$ cat config.mk
export PLATFORM = sky130hd
export DESIGN_NAME = hazard_ctrl
export DESIGN_NICKNAME = d
export VERILOG_FILES = /design/src/rtl/hazard_ctrl_pkg.sv /design/src/rtl/hazard_ctrl_scoreboard.sv /design/src/rtl/hazard_ctrl.sv
export SDC_FILE = /design/constraint.sdc
export NUM_CORES = 1
export LEC_CHECK = 0
export CAP_MARGIN = 20
export CORE_ASPECT_RATIO = 0.8
export CORE_MARGIN = 2
export CORE_UTILIZATION = 60
export CTS_BUF_LIST = sky130_fd_sc_hd__clkbuf_4 sky130_fd_sc_hd__clkbuf_8
export CTS_CLUSTER_DIAMETER = 80
export DETAILED_ROUTE_END_ITERATION = 10
export PLACE_DENSITY_LB_ADDON = 0.25
export RECOVER_POWER = 100
export REMOVE_ABC_BUFFERS = 1
export SYNTH_ARGS = -nofsm -noshare
export SYNTH_HDL_FRONTEND = slang
export SYNTH_SLANG_ARGS = --single-unit
$ cat constraint.sdc
create_clock -name clk -period 24.3 [get_ports clk]
set_input_delay 7.29 -clock clk [delete_from_list [all_inputs] [get_ports clk]]
set_output_delay 7.29 -clock clk [all_outputs]
set_load 0.02 [all_outputs]
$ cat src/rtl/hazard_ctrl_pkg.sv
// Shared types and sizing helpers for the decode-stage interlock controller.
// Imported by the scoreboard and the top-level controller.
package hazard_ctrl_pkg;

    typedef enum logic [0:0] {
        RUN   = 1'b0,
        FLUSH = 1'b1
    } hc_state_e;

    localparam int REG_IDX_W = 5;

    // A pending/inflight counter must be able to hold the value MAX_INFLIGHT itself.
    function automatic int pend_w(input int max_inflight);
        return $clog2(max_inflight) + 1;
    endfunction

endpackage

$ cat src/rtl/hazard_ctrl_scoreboard.sv
// Per-register pending-write counters with issue/retire/clear updates
// and the two source-operand busy lookups used for RAW detection.
module hc_scoreboard
    import hazard_ctrl_pkg::*;
#(
    parameter int NREG      = 32,
    parameter int PW        = 3,
    parameter int WB_BYPASS = 1
) (
    input  logic                 clk,
    input  logic                 rst,
    input  logic                 clear,
    input  logic                 issue,
    input  logic [REG_IDX_W-1:0] issue_ind,
    input  logic                 retire,
    input  logic [REG_IDX_W-1:0] retire_ind,
    input  logic [REG_IDX_W-1:0] rs1_ind,
    input  logic [REG_IDX_W-1:0] rs2_ind,
    output logic                 rs1_busy,
    output logic                 rs2_busy,
    output logic                 underflow
);

    localparam logic BYPASS = (WB_BYPASS != 0) ? 1'b1 : 1'b0;

    logic [PW-1:0] pend_r [NREG];
    logic [PW-1:0] eff1_s;
    logic [PW-1:0] eff2_s;

    // Pending counters; x0 is pinned to zero and never tracked.
    always_ff @(posedge clk) begin
        pend_r[0] <= '0;
        for (int r = 1; r < NREG; r++) begin
            if (rst || clear) begin
                pend_r[r] <= '0;
            end else if ((issue && (issue_ind == REG_IDX_W'(r))) &&
                         !(retire && (retire_ind == REG_IDX_W'(r)))) begin
                pend_r[r] <= pend_r[r] + PW'(1);
            end else if ((retire && (retire_ind == REG_IDX_W'(r))) &&
                         !(issue && (issue_ind == REG_IDX_W'(r))) &&
                         (pend_r[r] != '0)) begin
                pend_r[r] <= pend_r[r] - PW'(1);
            end else begin
                pend_r[r] <= pend_r[r];
            end
        end
    end

    // Effective pending count: a same-cycle writeback is already visible when bypassed.
    always_comb begin
        eff1_s = pend_r[rs1_ind]
               - PW'(BYPASS & retire & (retire_ind == rs1_ind));
        eff2_s = pend_r[rs2_ind]
               - PW'(BYPASS & retire & (retire_ind == rs2_ind));
    end

    assign rs1_busy  = (rs1_ind != REG_IDX_W'(0)) && (eff1_s != '0);
    assign rs2_busy  = (rs2_ind != REG_IDX_W'(0)) && (eff2_s != '0);
    assign underflow = retire && (pend_r[retire_ind] == '0);

endmodule

$ cat src/rtl/hazard_ctrl.sv
// Decode-stage interlock: RAW/window-full stall generation, in-flight
// tracking, post-flush recovery sequencing and stall statistics.
module hazard_ctrl
    import hazard_ctrl_pkg::*;
#(
    parameter int NREG         = 32,
    parameter int MAX_INFLIGHT = 4,
    parameter int FLUSH_CYC    = 2,
    parameter int WB_BYPASS    = 1
) (
    input  logic                                clk,
    input  logic                                rst,
    input  logic                                dec_valid,
    input  logic [REG_IDX_W-1:0]                dec_rs1_ind,
    input  logic [REG_IDX_W-1:0]                dec_rs2_ind,
    input  logic                                dec_rs1_used,
    input  logic                                dec_rs2_used,
    input  logic [REG_IDX_W-1:0]                dec_rd_ind,
    input  logic                                dec_rd_we,
    input  logic                                wb_valid,
    input  logic [REG_IDX_W-1:0]                wb_rd_ind,
    input  logic                                flush,
    output logic                                dec_stall,
    output logic [pend_w(MAX_INFLIGHT)-1:0]     inflight,
    output logic [31:0]                         stall_cnt,
    output logic                                sb_err
);

    localparam int IFW = pend_w(MAX_INFLIGHT);
    localparam int TW  = (FLUSH_CYC > 1) ? $clog2(FLUSH_CYC) : 1;
    localparam logic [TW-1:0]  TIMER_LOAD = TW'((FLUSH_CYC > 0) ? (FLUSH_CYC - 1) : 0);
    localparam logic [IFW-1:0] MAX_CNT    = IFW'(MAX_INFLIGHT);

    hc_state_e     state_r;
    hc_state_e     state_nxt_s;
    logic [TW-1:0] timer_r;
    logic [TW-1:0] timer_nxt_s;

    logic issue_s;
    logic retire_s;
    logic retire_ok_s;
    logic rs1_busy_s;
    logic rs2_busy_s;
    logic underflow_s;
    logic raw_s;
    logic full_s;
    logic stall_s;

    assign issue_s     = dec_valid && !stall_s && dec_rd_we && (dec_rd_ind != REG_IDX_W'(0));
    assign retire_s    = wb_valid && (wb_rd_ind != REG_IDX_W'(0));
    // A retire against an idle register carries no real instruction, so inflight ignores it.
    assign retire_ok_s = retire_s && !underflow_s;

    hc_scoreboard #(
        .NREG      (NREG),
        .PW        (IFW),
        .WB_BYPASS (WB_BYPASS)
    ) u_sb (
        .clk        (clk),
        .rst        (rst),
        .clear      (flush),
        .issue      (issue_s),
        .issue_ind  (dec_rd_ind),
        .retire     (retire_s && !flush),
        .retire_ind (wb_rd_ind),
        .rs1_ind    (dec_rs1_ind),
        .rs2_ind    (dec_rs2_ind),
        .rs1_busy   (rs1_busy_s),
        .rs2_busy   (rs2_busy_s),
        .underflow  (underflow_s)
    );

    assign raw_s  = (dec_rs1_used && rs1_busy_s) || (dec_rs2_used && rs2_busy_s);
    assign full_s = (inflight == MAX_CNT) && !retire_s;

    // Decode stall: zero in reset, forced through the flush cycle and FLUSH, else hazard-driven.
    always_comb begin
        stall_s = 1'b0;
        if (rst) begin
            stall_s = 1'b0;
        end else if (flush || (state_r == FLUSH)) begin
            stall_s = 1'b1;
        end else begin
            stall_s = dec_valid && (raw_s || full_s);
        end
    end

    assign dec_stall = stall_s;

    // Flush recovery next-state and timer.
    always_comb begin
        state_nxt_s = state_r;
        timer_nxt_s = timer_r;
        case (state_r)
            RUN: begin
                if (flush && (FLUSH_CYC > 0)) begin
                    state_nxt_s = FLUSH;
                    timer_nxt_s = TIMER_LOAD;
                end else begin
                    state_nxt_s = RUN;
                    timer_nxt_s = TW'(0);
                end
            end
            FLUSH: begin
                if (flush) begin
                    state_nxt_s = FLUSH;
                    timer_nxt_s = TIMER_LOAD;
                end else if (timer_r == TW'(0)) begin
                    state_nxt_s = RUN;
                    timer_nxt_s = TW'(0);
                end else begin
                    state_nxt_s = FLUSH;
                    timer_nxt_s = timer_r - TW'(1);
                end
            end
            default: begin
                state_nxt_s = RUN;
                timer_nxt_s = TW'(0);
            end
        endcase
    end

    // FSM state and timer registers.
    always_ff @(posedge clk) begin
        if (rst) begin
            state_r <= RUN;
            timer_r <= TW'(0);
        end else begin
            state_r <= state_nxt_s;
            timer_r <= timer_nxt_s;
        end
    end

    // Outstanding register-write count; cleared at the flush edge.
    always_ff @(posedge clk) begin
        if (rst || flush) begin
            inflight <= IFW'(0);
        end else if (issue_s && !retire_ok_s) begin
            inflight <= inflight + IFW'(1);
        end else if (retire_ok_s && !issue_s && (inflight != IFW'(0))) begin
            inflight <= inflight - IFW'(1);
        end else begin
            inflight <= inflight;
        end
    end

    // Saturating stalled-cycle counter.
    always_ff @(posedge clk) begin
        if (rst) begin
            stall_cnt <= 32'd0;
        end else if (dec_valid && stall_s && (stall_cnt != 32'hFFFF_FFFF)) begin
            stall_cnt <= stall_cnt + 32'd1;
        end else begin
            stall_cnt <= stall_cnt;
        end
    end

    // Sticky scoreboard underflow flag; a flush-cycle retire is discarded.
    always_ff @(posedge clk) begin
        if (rst) begin
            sb_err <= 1'b0;
        end else if (underflow_s && !flush) begin
            sb_err <= 1'b1;
        end else begin
            sb_err <= sb_err;
        end
    end

endmodule
Yosys cells after proc, flatten, opt, wreduce, memory -nomap -nowiden. Memory sizes are Yosys's and may differ from the RTL's. Index checks and enable logic that the tools add are counted.

Register bits: 38. Bits in latches: 0. RAM bits: 96. Bits in read-only memories: 0. Bits of input ports: 28. Output and inout port bits: 37. Logic and storage cells: 969. Memories kept: 1.

$add $sub $neg: 68. Multipliers: 0. Div/mod/pow operators: 0. $lt $le $gt $ge: 0. Equal/unequal tests: 66. Shifts and indexed selects: 0. Mux-type cells: 447. Bitwise operators: 96. Reduce and logical (&&, ||, !) cells: 286.

Memories: u_sb.pend_r (words 32, bits a word 3, read ports 34, clocked after memory_dff 0, write ports 32, RTL line hazard_ctrl_scoreboard.sv:26) `logic [PW-1:0] pend_r [NREG];`.

Operator list (count): $mux 1 (350); $mux 3 (95); $logic_and 1x1->1 (174); $eq 5x5->1 const B (32); $reduce_bool 3->1 (34); $add 3x1->3 const B (32); $sub 3x1->3 const B (32); $or 1x1->1 (93); $eq 5x4->1 const B (16); $logic_not 1->1 (68); $eq 5x3->1 const B (8); $add 32x1->32 const B (1); $ne 32x32->1 const B (1); $eq 5x2->1 const B (4); $reduce_bool 5->1 (4); $eq 5x1->1 const B (2); $eq 5x5->1 (2); $sub 3x3->3 (2); $logic_or 1x1->1 (4); $pmux 1 s2 (2); $eq 3x3->1 const B (1); $logic_not 3->1 (1); $and 1x1->1 (2); $reduce_bool 2->1 (1); 2 further kinds (2).

Longest topological paths before layout.
Depth in word-level cells: 27. Mapped depth: 21. Gate-level depth less buffers: 17.

Hierarchy. From an unflattened synthesis, not the netlist that was laid out.

Cells, all modules: 1258. Area, all modules: 11664.9 µm².

Modules (own cells, without submodules): hc_scoreboard (instances 1, cells an instance 1006, area each 9424.0 µm², seq. area each 2792.7 µm²); hazard_ctrl (instances 1, cells an instance 252, area each 2240.9 µm², seq. area each 760.7 µm²).

Worst setup path before layout. OpenSTA, ideal clock, no wires.

Path type: input port to output port. Start point: input dec_rs1_ind[0]. End point: output dec_stall. Arrival time: 10593 ps. Required time: 17010 ps. Slack: 6417 ps. Stages: 13. Path buffers: 4. Cell sequence: buf_6 > buf_2 > buf_1 > mux4_2 > mux4_2 > mux2i_1 > ha_1 > nor4b_2 > nor3b_1 > a211oi_4 > a21bo_2 > buf_6 > nand2_1.

Longest elaborated chain between the ends: 11. Elaborated cells on any way between the ends: 13. Classes of those cells: add/sub (1); eq/ne (1); mux (2); bitwise (1); reduce/logical (7); memory (1).

Ends and longest elaborated chain: from (decl) (RTL line hazard_ctrl.sv:14) `input logic [REG_IDX_W-1:0] dec_rs1_ind,`; branches (longest 4 deep; another with $mem_v2 32x3); $logic_and 1x1->1 (*) (RTL line hazard_ctrl_scoreboard.sv:57) `assign rs1_busy = (rs1_ind != REG_IDX_W'(0)) && (eff1_s != '0);`; $logic_and 1x1->1 (*) (RTL line hazard_ctrl.sv:73) `assign raw_s = (dec_rs1_used && rs1_busy_s) || (dec_rs2_used && rs2_busy_s);`; $logic_or 1x1->1 (*) (RTL line hazard_ctrl.sv:73); $logic_or 1x1->1 (*) (RTL line hazard_ctrl.sv:84) `stall_s = dec_valid && (raw_s || full_s);`; $logic_and 1x1->1 (*) (RTL line hazard_ctrl.sv:84); $mux 1 (*) (RTL line hazard_ctrl.sv:81) `end else if (flush || (state_r == FLUSH)) begin`; $mux 1 (*) (RTL line hazard_ctrl.sv:79) `if (rst) begin`; to (decl) (RTL line hazard_ctrl.sv:23) `output logic dec_stall,`.

Every way passes the cells marked *.

Final worst setup path.
Start point: input dec_rs1_ind[1]. End point: output dec_stall.

The elaborated chain is that of the path after synthesis.

==> impl_metrics.env <==
export IMPL_crit_slowest_cell="dlygate4sd3_1"
export IMPL_final_layout_size_suffix_gt1_share_pct=7.47
export IMPL_holdBufCountCts=0
export IMPL_coreArea_um2=19900
export IMPL_via_per_inst=7.03
export IMPL_cts_inserted_buffers=17
export IMPL_rsz0062_at_grt="false"
export IMPL_drc_errors=0
export IMPL_grt_overflow=0
export IMPL_synth_most_common_cell="nand2_1"
export IMPL_p_sw_share_pct=35.2
export IMPL_relSlewSlack_pct=-142
export IMPL_violations="capacitance limit, slew limit"
export IMPL_cts_setup_buffers=0
export IMPL_critPathKind="in -> out"
export IMPL_status="finished with violations"
export IMPL_intPower_mw=0.384
export IMPL_p_clk_share_pct=33.5
export IMPL_slew_violations=140
export IMPL_cts_sinks=131
export IMPL_layout_nets=1556
export IMPL_crit_fanout=22
export IMPL_ys_ff_latch=131
export IMPL_clk_insertion_delay_late_ns=0.49
export IMPL_peakVddDrop_mv=0.0362
export IMPL_cts_root_buf="clkbuf_8"
export IMPL_rows=46
export IMPL_cts_path_max_buffers=2
export IMPL_post_synth_top_area_fraction_pct=23.0
export IMPL_die_w_um=163
export IMPL_crit_path_end_kind="primary output"
export IMPL_grt_use_total_pct=37.0
export IMPL_finalHoldViolations=0
export IMPL_syn_avg_cell_area_um2=8.60
export IMPL_crit_chain="dlygate4sd3_1 > nor2b_1 > a22o_1 > mux4_2 > mux2i_1 > ha_1 > nor4b_1 > nor3b_1 > a211oi_1 > a21bo_1 > nand2_1 > dlygate4sd3_1"
export IMPL_ys_types=86
export IMPL_p_sw_mw=0.209
export IMPL_grt_max_degree=53
export IMPL_ys_seq_area_share_pct=29.3
export IMPL_synthTopCellsByArea="edfxtp_1, ha_1, dfxtp_1"
export IMPL_die_h_um=131
export IMPL_crit_path_frequent_cell="dlygate4sd3_1"
export IMPL_syn_area_um2=12100
export IMPL_syn_inst=1413
export IMPL_ant_nets=0
export IMPL_ctsHtreeMaxLevel=4
export IMPL_diodes=0
export IMPL_fin_worst_skew_ns=0.0193
export IMPL_fin_tns_setup_ns=0
export IMPL_max_cap_viol_count=6
export IMPL_fillers=1678
export IMPL_dp_hpwl_mm=29.1
export IMPL_start_util_pct=61.2
export IMPL_cp_required_ns=17.01
export IMPL_route_vias_total=12000
export IMPL_cts_tree="yes"
export IMPL_worst_pin_slew_ns=3.59
export IMPL_synth_common_cells="nand2_1, inv_1, edfxtp_1, ha_1, nor2_1"
export IMPL_pwr_share_comb_pct=20.3
export IMPL_grt_pass1_wl_mm=62.0
export IMPL_pwr_share_seq_pct=46.2
export IMPL_routed_wirelength_mm=39.3
export IMPL_synth_edf_count=93
export IMPL_arrival_ns=11.97
export IMPL_yosysWarnings=0
export IMPL_period_minus_slack_ns=19.26
export IMPL_place_ws_ns=5.42
export IMPL_placement_io_buffers=64
export IMPL_first_pass_iters=7
export IMPL_fin_ws_ns=5.04
export IMPL_p_leak_nw=4.81
export IMPL_grt_pass1_vias=11000
export IMPL_grt_antenna_before_repair=0
export IMPL_p_total_mw=0.593
export IMPL_cts_resized=0
export IMPL_fmax_mhz=51.9
export IMPL_slowest_delay_ns=1.24
export IMPL_die_area_um2=21400
export IMPL_clk_pin_slew_ns=0.08
export IMPL_setup_viol=0
export IMPL_hold_path_class="reg -> reg"
export IMPL_wl_per_cell_um=23.0
export IMPL_cp_start_kind="primary input"
export IMPL_period_share_pct=79.3
export IMPL_netlist_top_cell_by_area="edfxtp_1"
export IMPL_synth_async_sr_flop_share_pct=0
export IMPL_num_io_pins=65
export IMPL_gp_congestion=1.02
export IMPL_yosys_most_used_dff="edfxtp_1"
export IMPL_powerDensity_nw_per_um2=45.0
export IMPL_drtIter0Drc=1821
export IMPL_syn2layout_area_growth_pct=8.48
stage by stage:
step | instances | hold slack, ns | instance area [um2] | util [%]
2_1_floorplan | 1334 | 0.433 | 11800 | -
3_3_place_gp | 1677 | 0.452 | 12900 | 64.8
3_5_place_dp | 1678 | 0.470 | 12900 | 64.8
4_1_cts | 1710 | 0.491 | 13300 | 66.8
5_1_grt | 1710 | 0.523 | 13200 | 66.4
6_report | 1710 | 0.481 | 13200 | 66.4
per-layer routing:
layer  track usage [%]  wire length, um  up-vias
li1                  -                -     5368
met1              53.3            15900     5644
met2              52.8            16300      873
met3              10.3             5630      134
met4              13.8             1580        0
met5                 0                0        -
sequential cells by signal (all words and copies together) (netlist names):
name and cells:
u_sb.pend_r 93, sb_err 1, state_r 1, inflight 3, stall_cnt 32, timer_r 1
final cells by class:
cell class,instances,area [um2],share of cell area (%)
multi-input combinational,1095,7740,58.8
sequential,131,3550,27.0
timing repair buffer,80,748,5.68
inverter,108,405,3.08
tap,264,330,2.51
clock buffer,17,234,1.78
clock inverter,15,160,1.22
layout by cell type (no fill, tap or decap), types with 12 or more instances in the layout:
cell type        instances
o2111ai_1               12
mux4_2                  26
a21oi_1                 77
dlygate4sd3_1           40
or3_1                   16
dfxtp_1                 38
a21o_1                  12
clkbuf_8                17
clkdlybuf4s50_1         23
nand3_1                 66
inv_1                  107
nor2b_1                 23
mux2i_1                 44
a22oi_1                 16
nand4_1                 32
xor2_1                  15
and3_1                  16
o31ai_1                 14
buf_4                   14
mux2_2                  12
o211ai_1                18
nor3_1                  78
edfxtp_1                93
ha_1                    93
nor4_1                  21
nand2b_1                15
o21ai_0                 40
a31oi_1                 31
nand2_1                160
nor2_1                  78
xnor2_1                 14
or4_1                   20
worst max-delay path, delay by kind of cell:
family / cells / cell delay, ns
buffers and inverters: 2 / 1.93
AND/OR/NAND/NOR: 4 / 0.92
multiplexers: 2 / 0.61
adder cells (fa/ha/maj): 1 / 0.17
AO/OA/AOI/OAI: 3 / 1.03
cells by family (layout without fill, tap and decap cells):
family	count (synthesis)	after routing	synth area share, %
AOI/OAI and AO/OA	310	310	17.7
DFF	131	131	29.3
and+or+nand+nor	576	576	24.5
adders and majority gates	95	95	9.91
muxes	85	85	10.1
buffers and inverters	187	220	6.41
xor gates and xnor gates	29	29	2.09
power groups by stage:
stage / Combinational (mW) / Sequential [mW] / Clock, mW
final: 0.120 / 0.274 / 0.199
after global routing: 0.130 / 0.274 / 0.207
after CTS: 0.119 / 0.272 / 0.199
after detailed placement: 0.118 / 0.277 / 0
after global placement: 0.115 / 0.276 / 0
after floorplan: 0.0760 / 0.268 / 0
worst paths after layout:
kind	startpoint	cells after the start	to	slack [ns]
worst max-delay path	dec_rs1_ind[1]	12	dec_stall	5.04
worst min-delay path	sb_err$_SDFFE_PP0P_	2	sb_err$_SDFFE_PP0P_	0.48
worst max register to register	u_sb.pend_r[19][0]$_DFFE_PP_	11	u_sb.pend_r[2][2]$_DFFE_PP_	16.60
worst min register to register	sb_err$_SDFFE_PP0P_	2	sb_err$_SDFFE_PP0P_	0.48
Power figures use the tool's default switching activity.
